File: src/rtl/exc_pkg.sv
// Shared definitions for the CP0 exception controller: exception codes,
// CP0 register addresses, register field positions and the redirect FSM state.
package exc_pkg;

    localparam logic [4:0] EXC_INT  = 5'h00;
    localparam logic [4:0] EXC_ADEL = 5'h04;
    localparam logic [4:0] EXC_ADES = 5'h05;
    localparam logic [4:0] EXC_SYS  = 5'h08;
    localparam logic [4:0] EXC_BP   = 5'h09;
    localparam logic [4:0] EXC_RI   = 5'h0A;
    localparam logic [4:0] EXC_OV   = 5'h0C;

    localparam logic [4:0] CP0_BADVADDR = 5'd8;
    localparam logic [4:0] CP0_COUNT    = 5'd9;
    localparam logic [4:0] CP0_COMPARE  = 5'd11;
    localparam logic [4:0] CP0_STATUS   = 5'd12;
    localparam logic [4:0] CP0_CAUSE    = 5'd13;
    localparam logic [4:0] CP0_EPC      = 5'd14;

    localparam int STATUS_IE    = 0;
    localparam int STATUS_EXL   = 1;
    localparam int STATUS_IM_LO = 8;
    localparam int STATUS_BEV   = 22;
    localparam int CAUSE_EXC_LO = 2;
    localparam int CAUSE_IP_LO  = 8;
    localparam int CAUSE_BD     = 31;

    // Bit positions inside the commit-stage exception vector.
    localparam int BIT_ADEL_IF = 5;
    localparam int BIT_RI      = 4;
    localparam int BIT_OV      = 3;
    localparam int BIT_SYS     = 2;
    localparam int BIT_BP      = 1;
    localparam int BIT_ADEM    = 0;

    localparam int TIMER_DIV_W = 2;

    typedef enum logic {
        S_IDLE,
        S_REDIR
    } exc_state_t;

    function automatic logic [4:0] exc_code(input logic       int_pend,
                                            input logic [5:0] exc,
                                            input logic       is_store);
        if (int_pend)              return EXC_INT;
        else if (exc[BIT_ADEL_IF]) return EXC_ADEL;
        else if (exc[BIT_RI])      return EXC_RI;
        else if (exc[BIT_OV])      return EXC_OV;
        else if (exc[BIT_SYS])     return EXC_SYS;
        else if (exc[BIT_BP])      return EXC_BP;
        else                       return is_store ? EXC_ADES : EXC_ADEL;
    endfunction

endpackage

File: src/rtl/cp0_timer.sv
// CP0 Count/Compare timer: Count advances once every COUNT_DIV clocks and
// raises a sticky timer interrupt (ti) when it meets a non-zero Compare.
module cp0_timer
    import exc_pkg::*;
#(
    parameter int COUNT_DIV = 2
) (
    input  logic        clk,
    input  logic        resetn,
    input  logic        count_we,
    input  logic        compare_we,
    input  logic [31:0] wdata,
    output logic [31:0] count,
    output logic [31:0] compare,
    output logic        ti
);

    logic [TIMER_DIV_W-1:0] div_q;
    logic                   tick;

    assign tick = (div_q == TIMER_DIV_W'(COUNT_DIV - 1));

    // NOTE: sequential state uses non-blocking assignments so every register
    // samples the values present before the clock edge.
    always_ff @(posedge clk or negedge resetn) begin
        if (!resetn) begin
            count <= '0;
            div_q <= '0;
        end else if (count_we) begin
            count <= wdata;
            div_q <= '0;
        end else if (tick) begin
            count <= count + 32'd1;
            div_q <= '0;
        end else begin
            div_q <= div_q + TIMER_DIV_W'(1);
        end
    end

    // A Compare write wins over a coincident match so software can always clear TI.
    always_ff @(posedge clk or negedge resetn) begin
        if (!resetn) begin
            compare <= '0;
            ti      <= 1'b0;
        end else if (compare_we) begin
            compare <= wdata;
            ti      <= 1'b0;
        end else if ((count == compare) && (compare != 32'd0)) begin
            ti <= 1'b1;
        end
    end

endmodule

File: src/rtl/exc_ctrl.sv
// CP0 exception/interrupt controller: takes traps and ERET at the commit stage
// and issues a one-cycle pipeline flush with the redirect target.
module exc_ctrl
    import exc_pkg::*;
#(
    parameter logic [31:0] EXC_VECTOR = 32'hBFC0_0380,
    parameter int          COUNT_DIV  = 2
) (
    input  logic        clk,
    input  logic        resetn,
    input  logic        cm_valid,
    input  logic [31:0] cm_pc,
    input  logic        cm_in_ds,
    input  logic [5:0]  cm_exc,
    input  logic        cm_is_store,
    input  logic [31:0] cm_badaddr,
    input  logic        cm_eret,
    input  logic        mtc0_we,
    input  logic [4:0]  mtc0_addr,
    input  logic [31:0] mtc0_wdata,
    input  logic [4:0]  mfc0_addr,
    output logic [31:0] mfc0_rdata,
    input  logic [5:0]  hw_int,
    output logic        flush,
    output logic [31:0] new_pc
);

    exc_state_t  state_q, state_d;
    logic [7:0]  status_im;
    logic        status_exl, status_ie;
    logic        cause_bd;
    logic [4:0]  cause_exc;
    logic [1:0]  cause_swip;
    logic [31:0] epc, badvaddr, redir_pc;
    logic [31:0] count, compare;
    logic        ti;
    logic [7:0]  cause_ip;
    logic        idle, int_pend, trap, eret, cp0_we;
    logic        bad_from_pc, bad_from_addr;
    logic [4:0]  trap_code;

    // Anything presented while redirecting belongs to a squashed instruction.
    assign idle     = (state_q == S_IDLE);
    assign cause_ip = {hw_int[5] | ti, hw_int[4:0], cause_swip};
    assign int_pend = (|(cause_ip & status_im)) & status_ie & ~status_exl;
    assign trap     = idle & cm_valid & (int_pend | (|cm_exc));
    assign eret     = idle & cm_valid & cm_eret & ~trap;
    assign cp0_we   = idle & mtc0_we & ~trap & ~eret;

    assign trap_code     = exc_code(int_pend, cm_exc, cm_is_store);
    assign bad_from_pc   = ~int_pend & cm_exc[BIT_ADEL_IF];
    assign bad_from_addr = ~int_pend & (cm_exc[5:1] == 5'd0) & cm_exc[BIT_ADEM];

    cp0_timer #(.COUNT_DIV(COUNT_DIV)) u_timer (
        .clk        (clk),
        .resetn     (resetn),
        .count_we   (cp0_we && (mtc0_addr == CP0_COUNT)),
        .compare_we (cp0_we && (mtc0_addr == CP0_COMPARE)),
        .wdata      (mtc0_wdata),
        .count      (count),
        .compare    (compare),
        .ti         (ti)
    );

    always_ff @(posedge clk or negedge resetn) begin
        if (!resetn) state_q <= S_IDLE;
        else         state_q <= state_d;
    end

    always_comb begin
        state_d = state_q;
        case (state_q)
            S_IDLE:  if (trap || eret) state_d = S_REDIR;
            S_REDIR: state_d = S_IDLE;
            default: state_d = S_IDLE;
        endcase
    end

    always_comb begin
        flush  = 1'b0;
        new_pc = '0;
        if (state_q == S_REDIR) begin
            flush  = 1'b1;
            new_pc = redir_pc;
        end
    end

    // A nested trap (EXL already set) must keep the original EPC and BD.
    always_ff @(posedge clk or negedge resetn) begin
        if (!resetn) begin
            status_im  <= '0;
            status_exl <= 1'b0;
            status_ie  <= 1'b0;
            cause_bd   <= 1'b0;
            cause_exc  <= '0;
            cause_swip <= '0;
            epc        <= '0;
            badvaddr   <= '0;
            redir_pc   <= '0;
        end else if (trap) begin
            if (!status_exl) begin
                epc      <= cm_in_ds ? cm_pc - 32'd4 : cm_pc;
                cause_bd <= cm_in_ds;
            end
            cause_exc  <= trap_code;
            status_exl <= 1'b1;
            redir_pc   <= EXC_VECTOR;
            if (bad_from_pc)        badvaddr <= cm_pc;
            else if (bad_from_addr) badvaddr <= cm_badaddr;
        end else if (eret) begin
            status_exl <= 1'b0;
            redir_pc   <= epc;
        end else if (cp0_we) begin
            case (mtc0_addr)
                CP0_STATUS: begin
                    status_im  <= mtc0_wdata[STATUS_IM_LO +: 8];
                    status_exl <= mtc0_wdata[STATUS_EXL];
                    status_ie  <= mtc0_wdata[STATUS_IE];
                end
                CP0_CAUSE: cause_swip <= mtc0_wdata[CAUSE_IP_LO +: 2];
                CP0_EPC:   epc        <= mtc0_wdata;
                default:   ;
            endcase
        end
    end

    // NOTE: every combinational output gets a default first so no latch is inferred.
    always_comb begin
        mfc0_rdata = '0;
        case (mfc0_addr)
            CP0_BADVADDR: mfc0_rdata = badvaddr;
            CP0_COUNT:    mfc0_rdata = count;
            CP0_COMPARE:  mfc0_rdata = compare;
            CP0_EPC:      mfc0_rdata = epc;
            CP0_STATUS: begin
                mfc0_rdata[STATUS_BEV]        = 1'b1;
                mfc0_rdata[STATUS_IM_LO +: 8] = status_im;
                mfc0_rdata[STATUS_EXL]        = status_exl;
                mfc0_rdata[STATUS_IE]         = status_ie;
            end
            CP0_CAUSE: begin
                mfc0_rdata[CAUSE_BD]          = cause_bd;
                mfc0_rdata[CAUSE_IP_LO +: 8]  = cause_ip;
                mfc0_rdata[CAUSE_EXC_LO +: 5] = cause_exc;
            end
            default: ;
        endcase
    end

endmodule

File: config.mk
export PLATFORM = sky130hd
export DESIGN_NAME = exc_ctrl
export DESIGN_NICKNAME = d
export VERILOG_FILES = /design/src/rtl/exc_pkg.sv /design/src/rtl/cp0_timer.sv /design/src/rtl/exc_ctrl.sv
export SDC_FILE = /design/constraint.sdc
export NUM_CORES = 1
export LEC_CHECK = 0
export BUFFER_PORTS_ARGS = -buffer_cell sky130_fd_sc_hd__buf_4
export CAP_MARGIN = 10
export CORE_MARGIN = 2
export CORE_UTILIZATION = 61
export CTS_CLUSTER_DIAMETER = 80
export DETAILED_ROUTE_END_ITERATION = 12
export PLACE_DENSITY_LB_ADDON = 0.12
export SYNTH_ARGS = -nofsm -noshare
export SYNTH_HDL_FRONTEND = slang
export SYNTH_HIERARCHICAL = 1
export SYNTH_SLANG_ARGS = --single-unit
File: constraint.sdc
create_clock -name clk -period 4.53 [get_ports clk]
set_clock_uncertainty 0.15 [all_clocks]
set_input_delay 0.906 -clock clk [delete_from_list [all_inputs] [get_ports clk]]
set_output_delay 0.906 -clock clk [all_outputs]
set_load 0.01 [all_outputs]
==> results of run 1 <==
[worst max-delay path, stage by stage]
cell and delay (ns):
buf_4 0.12, nor3_1 0.43, nand2_1 0.17, o31ai_4 0.93
inv_2 0.07, buf_4 0.25, nor2_1 0.12, nand2_1 0.11
nor3_2 0.19, inv_1 0.46, o311ai_0 0.29, nand3_1 0.15
[power groups by stage]
stage / combinational [W] / clock, W / sequential, W
2_1_floorplan: 0.000597 / 0 / 0.00216
3_3_place_gp: 0.000892 / 0 / 0.00233
3_5_place_dp: 0.000921 / 0 / 0.00234
4_1_cts: 0.000931 / 0.00144 / 0.00231
5_1_grt: 0.00102 / 0.00151 / 0.00236
6_report: 0.000951 / 0.00144 / 0.00233
[cell families after synthesis]
family	share of synthesized area, %
XOR/XNOR	6.10
AO/OA/AOI/OAI	17.9
multiplexers	9.48
adder cells (fa/ha/maj)	0.245
flip-flops	44.4
buffers and inverters	3.77
AND/OR/NAND/NOR	18.0
[path summary, 6_finish.rpt]
kind / start / end / slack [ns] / depth (start not counted)
setup / recovery: cm_exc[5] / u_timer/count[20] / 0.48 / 12
hold / removal: badvaddr[18] / badvaddr[18] / 0.34 / 2
setup reg to reg: status_im[3] / u_timer/count[20] / 0.60 / 11
hold reg to reg: badvaddr[18] / badvaddr[18] / 0.34 / 2
max in group asynchronous: resetn / epc[1] / 2.81 / 2
min in group asynchronous: resetn / redir_pc[10] / 0.39 / 1
[registers in the layout (all words and copies together) (netlist names), 2 cells and up]
name / cells
badvaddr: 32
epc: 32
redir_pc: 32
u_timer/compare: 32
u_timer/count: 32
status_im: 8
cause_exc: 4
cause_swip: 2
u_timer/div_q: 2
[layer usage]
layer / share of wire, % / routed length, um
met1: 38 / 13100
met2: 45 / 15600
met3: 10 / 3440
met4: 6.9 / 2370
met5: 0 / 0
[area by class of cell]
type	count	area (um2)
multi-input cells	752	5340
flip-flops and latches	181	4530
fillers	1219	4120
repair buffers	212	1600
clock buffers	22	464
well taps	220	275
clock inverters	10	98.8
inverters	12	45.0
[placed cells by master (no fill, tap or decap), types with 4 or more instances in the layout]
master      count
mux2_2         44
o221a_1        29
nor4_1         35
a22oi_1        53
o21ai_0        72
and2_1         34
xor2_1         48
clkbuf_16      17
nand4_1        15
o22a_1         12
mux2i_1        46
xnor2_1        23
buf_4         211
nand3_1        28
a31oi_1        17
nor2_1         34
or4_1          12
a221o_1         6
or3_1          10
o31ai_1        10
clkinvlp_4      4
nor3_1         14
nand2b_1        7
inv_1          11
a22o_1         20
nand2_1       118
dfrtp_1       181
[stage by stage]
stage / hold slack (ns) / std cells
finish: 0.338 / 1409
global route: 0.353 / 1409
detailed placement: 0.322 / 1377
floorplan: 0.298 / 1012
CTS: 0.338 / 1409
global placement: 0.313 / 1377
==> results.md, run 1 <==
- Status: finished clean
- Clk slew on worst S/H paths: 0.07 ns
- Clock Tree Buf Depth: 2
- Placer Congestion: 0.986
- Met1 GRT Util: ~52%
- Post-Syn Nets: 1139
- DP Worst Slack: 0.197 ns
- Final setup fails: 0
- CTS tree: done
- Ports: 190
- Syn Std Cell Area: 10200 um2
- GR Util met2: 61.3%
- Post-synth top area share: 44.4%
- Max Clock Freq: 247 MHz
- Core box area: around 16000 um2
- First-pass GRT wire length: 53.1 mm
- DP Area: about 12000 um2
- Total wire length: about 35 mm
- Fin. max-slew vios: 0
- Post-synth top cells: 181 x dfrtp_1, 119 x nand2_1, 72 x o21ai_0, 53 x a22oi_1, 49 x clkbuf_1
- Placed wire-length estimate: 25.1 mm
- Layout area overhead: 21.1%
- Die area: 17800 um2
- Die Ht: approximately 130 um
- Vias in the first global route: 9298
- Worst-margin pin slew: around 1.1 ns
- Busiest grt layer: met2
- Switching power: 0.00157 W
- Worst EP arrival: 4.20 ns
- DRC Markers: 0
- Number of synthesized flops with an enable pin: 0
- Gr usage total: between 30% and 40%
- Crit Path Category: primary input to register
- Top cells by area, synth: dfrtp_1 44%, mux2_2 4.9%, mux2i_1 4.5%, nand2_1 4.4%, xor2_1 4.1%
- CTS root buf: clkbuf_16
- Combinational Power Share: 20.1%
- Synth Instances: 1012
- Asr flop ratio synth: 100%
- Resized cells post-CTS: 0
- # Post-CTS Setup Buffers: 0
- DR WL/cell: 24.5 um
- Iteration count of the initial detailed-routing pass: 5
- RSZ-0062 raised after global routing: false
- Syn. warnings: 6
- Tcrit/Tclk final: between 80% and 90%
- Detailed-route via count: 9546
- Top_reg_cell synth: dfrtp_1
- Grt total ovfl: 0
- DRT antenna net count: 0
- Design internal power: 0.00316 W
- Max cap viols: 0
- Slew margin rel.: 29.8%
- Worst setup margin: 0.476 ns
- H-tree level count: 4
- Post-layout min period: 4.05 ns
- Final core utilization: approximately three quarters
- Critical Path Fanout Max: 33
- Iteration-0 DRC Markers: 1183
- Initial antenna violation count: 0
- Worst Hold Class: register to register
- Antenna diodes: 0
- Avg Vias per Cell: 6.78
- Top-count cell post-synth: dfrtp_1
- M3 GR Usage: 7.42%
- Leakage: 5.35 nW
- # rows: 47
- Worst-Skew Late Latency: 0.44 ns
- Peak VDD IR: 0.000291 V
- Port buffer count: 189
- Final hold vios: 0
- Startpoint Class: primary input
- Post-synth top area cell: dfrtp_1
- Switch share: 33.2%
- Seq/Total Area, Yosys: 44.4%
- Post-route setup TNS: 0 ns
- Crit path capture type: register
- Largest net degree at the start of global routing: slightly above 90
- Die Wd: 133 um
- Number of buffers created by CTS: 17
- Total power: 0.00472 W
- Crit path required time: 4.68 ns
- Seq pwr share: between 40 and 50%
- CTS hold repair buffers: 0
- Final nets: ~1300
- Post-Syn Area per Cell: just over 10 um2
- Share of layout cells above drive strength 1: 26.1%
- Finished Cell Area: 12300 um2
- CTS Sinks: 181
- Post-synthesis cell type count: 70
- Clock network power share: 30.5%
- Flops & latches, synth: 181
- Initial Util: 61.9%
- PwrDens: 382 nW/um2
(Power assumes the default switching activity.)
==> run 2: changes to the inputs <==
--- a/config.mk
+++ b/config.mk
@@ -5,10 +5,11 @@
 export SDC_FILE = /design/constraint.sdc
 export NUM_CORES = 1
 export LEC_CHECK = 0
+export ABC_AREA = 1
 export BUFFER_PORTS_ARGS = -buffer_cell sky130_fd_sc_hd__buf_4
 export CAP_MARGIN = 10
 export CORE_MARGIN = 2
-export CORE_UTILIZATION = 61
+export CORE_UTILIZATION = 62
 export CTS_CLUSTER_DIAMETER = 80
 export DETAILED_ROUTE_END_ITERATION = 12
 export PLACE_DENSITY_LB_ADDON = 0.12
==> results.md, run 2 <==
- Status: finished clean
- Die Wd: 141 um (+6.0%)
- Syn. warnings: 6 (unchanged)
- Die area: 20000 um2 (+12%)
- Total power: 0.00564 W (+20%)
- Post-route setup TNS: 0 ns (unchanged)
- Post-Syn Area per Cell: 6.88 um2 (-32%)
- # rows: 50 (+6.4%)
- CTS hold repair buffers: 0 (unchanged)
- Commonest non-fill, non-tap cell in the layout: nand2_1
- Initial Util: 62.9% (+0.99 points)
- CTS root buf: clkbuf_16
- Core box area: 18600 um2 (+13%)
- Detailed-route via count: 12400 (+30%)
- Resized cells post-CTS: 0 (unchanged)
- CP Cell Sequence: buf_4 > inv_1 > nor2_1 > inv_1 > nor2_1 > inv_1 > o22ai_1 > a221o_1 > buf_4
- H-tree level count: 4 (unchanged)
- Crit Path Category: primary input to output port
- Crit path required time: 3.47 ns (-1.21 ns)
- Top cells by area, synth: dfrtp_1 39%, nand2_1 20%, inv_1 6.9%, o21ai_0 4.8%, nor2_1 3.9%
- Clock Tree Buf Depth: 2 (unchanged)
- Worst-margin pin slew: 0.951 ns (-0.102 ns)
- Number of synthesized flops with an enable pin: 0 (unchanged)
- Critical Path Fanout Max: 22 (-33%)
- Fin. max-slew vios: 0 (unchanged)
- CTS tree: done
- Max Clock Freq: 270 MHz (+9.3%)
- Synth Instances: 1699 (+68%)
- Post-synthesis cell type count: 53 (-24%)
- Final core utilization: 73.9% (-1.1 points)
- Bufs and invs on worst path: 5 (+1)
- RR Startpoint: status_im[2]
- Die Ht: 141 um (+6.0%)
- Post-Syn Nets: 1826 (+60%)
- Clk slew on worst S/H paths: 0.07 ns (about the same)
- Fillers: 1546 (+27%)
- Worst-Skew Late Latency: 0.44 ns (about the same)
- Post-synth top cells: 612 x nand2_1, 214 x inv_1, 181 x dfrtp_1, 121 x nor2_1, 111 x o21ai_0
- Most frequent cells in the layout: 612 x nand2_1, 214 x inv_1, 200 x buf_4
- Asr flop ratio synth: 100% (unchanged)
- Flops & latches, synth: 181 (unchanged)
- Final nets: 1977 (+52%)
- Finished Cell Area: 13700 um2 (+11%)
- Seq/Total Area, Yosys: 38.7% (-5.7 points)
- Post-synth top area cell: dfrtp_1
- Post-synth top area share: 38.7% (-5.7 points)
- Placer Congestion: 0.991 (+0.52%)
- Port buffer count: 189 (unchanged)
- Slowest stage cell on the critical path: inv_1
- CP startpoint: mfc0_addr[3]
- # Post-CTS Setup Buffers: 0 (unchanged)
- Ports: 190 (unchanged)
- Worst EP arrival: 2.65 ns (-1.55 ns)
- Post-Place Cells: 2065 (+50%)
- Tcrit/Tclk final: 81.9% (-7.6 points)
- Post-layout min period: 3.71 ns (-0.344 ns)
- Largest net degree at the start of global routing: 120 (+32%)
- Antenna diodes: 0 (unchanged)
- Slew margin rel.: 36.4% (+6.6 points)
- Grt total ovfl: 0 (unchanged)
- Iteration-0 DRC Markers: 1490 (+26%)
- Slowest stage delay, CP: 0.64 ns (-0.29 ns)
- Top delay family on crit path: buffers and inverters
- Final setup fails: 0 (unchanged)
- RSZ-0062 raised after global routing: false
- Avg Vias per Cell: 5.90 (-13%)
- CTS Sinks: 181 (unchanged)
- First-pass GRT wire length: 63.2 mm (+19%)
- Number of buffers created by CTS: 17 (unchanged)
- Worst Hold Class: primary input to async pin
- DP Area: 13100 um2 (+11%)
- Gr usage total: 41.4% (+1.8 points)
- Non-Filler Instances: 2096 (+49%)
- Initial antenna violation count: 0 (unchanged)
- Vias in the first global route: 11700 (+26%)
- Final hold vios: 0 (unchanged)
- Share of layout cells above drive strength 1: 16.8% (-9.3 points)
- Max cap viols: 0 (unchanged)
- Crit path capture type: output port
- Critical path's most frequent cell: inv_1
- PwrDens: 411 nW/um2 (+7.5%)
- Iteration count of the initial detailed-routing pass: 7 (+2)
- DRC Markers: 0 (unchanged)
- Startpoint Class: primary input
- Total wire length: 40.8 mm (+18%)
- Layout area overhead: 17.4%
- Top_reg_cell synth: dfrtp_1
- Top-count cell post-synth: nand2_1
- Syn Std Cell Area: 11700 um2 (+15%)
- Peak VDD IR: 0.000284 V (-2.4%)
- Placed wire-length estimate: 30.3 mm (+21%)
- DR WL/cell: 19.5 um (-21%)
- R2R Setup Slk: 1.26 ns (+0.66 ns)
- Leakage: 7.11 nW (+33%)
- DRT antenna net count: 0 (unchanged)
==> run 2: worst reg2reg max path: stages, from the launching register on <==
cell	delay (ns)
dfrtp_1	0.41
nand2_1	0.07
nand2_1	0.06
nor2_1	0.05
nand3_2	0.10
nand2_2	0.19
nand2_4	0.16
nand2_4	0.05
nand2_2	0.29
inv_2	0.07
nand2_1	0.11
nor3_2	0.09
nor2_4	0.63
inv_2	0.35
nand3_1	0.17
o21ai_0	0.11
nor2_1	0.15
==> run 2: metrics by stage <==
step | worst slack [ns] | hold slack (ns)
final | 0.819 | 0.279
after global routing | 0.723 | 0.318
after CTS | 0.889 | 0.299
after detailed placement | 0.762 | 0.289
after global placement | 0.833 | 0.284
after floorplan | 1.45 | 0.269
==> run 2: area by class of cell <==
cell class                      count  area, um2  share of cell area, %
Multi-Input combinational cell   1221       5920                   43.1
Sequential cell                   181       4530                   33.0
Timing Repair Buffer              202       1530                   11.2
Inverter                          227        857                   6.25
Clock buffer                       19        453                   3.30
Tap cell                          234        293                   2.13
Clock inverter                     12        141                   1.03
==> run 2: per-layer routing <==
metal	global-route usage [%]	part of all wire [%]	up-vias
li1	-	-	5705
met1	53.0	38	5721
met2	65.6	45	788
met3	8.20	9.9	152
met4	24.4	6.8	0
met5	0	0	-
==> run 2: logic make-up after synthesis <==
kind of cell	after synthesis	synth area share [%]
and+or+nand+nor	902	32.9
buffers and inverters	297	10.7
AOI/OAI and AO/OA	274	14.0
DFF	181	38.7
xor gates and xnor gates	36	2.70
muxes	7	0.674
adders and majority gates	2	0.214
==> run 2: worst paths after layout <==
path / endpoint / depth (start not counted)
min in group clk: u_timer/div_q[1] / 1
hold / removal: badvaddr[12] / 1
max in group asynchronous: u_timer/compare[29] / 2
setup / recovery: mfc0_rdata[19] / 9
hold reg to reg: u_timer/div_q[1] / 1
setup reg to reg: u_timer/count[4] / 16
==> run 2: power breakdown <==
part           internal, W  total [W]  switching [W]
Combinational     0.000583    0.00162        0.00104
Clock             0.000850    0.00154       0.000687
Sequential         0.00197    0.00248       0.000517
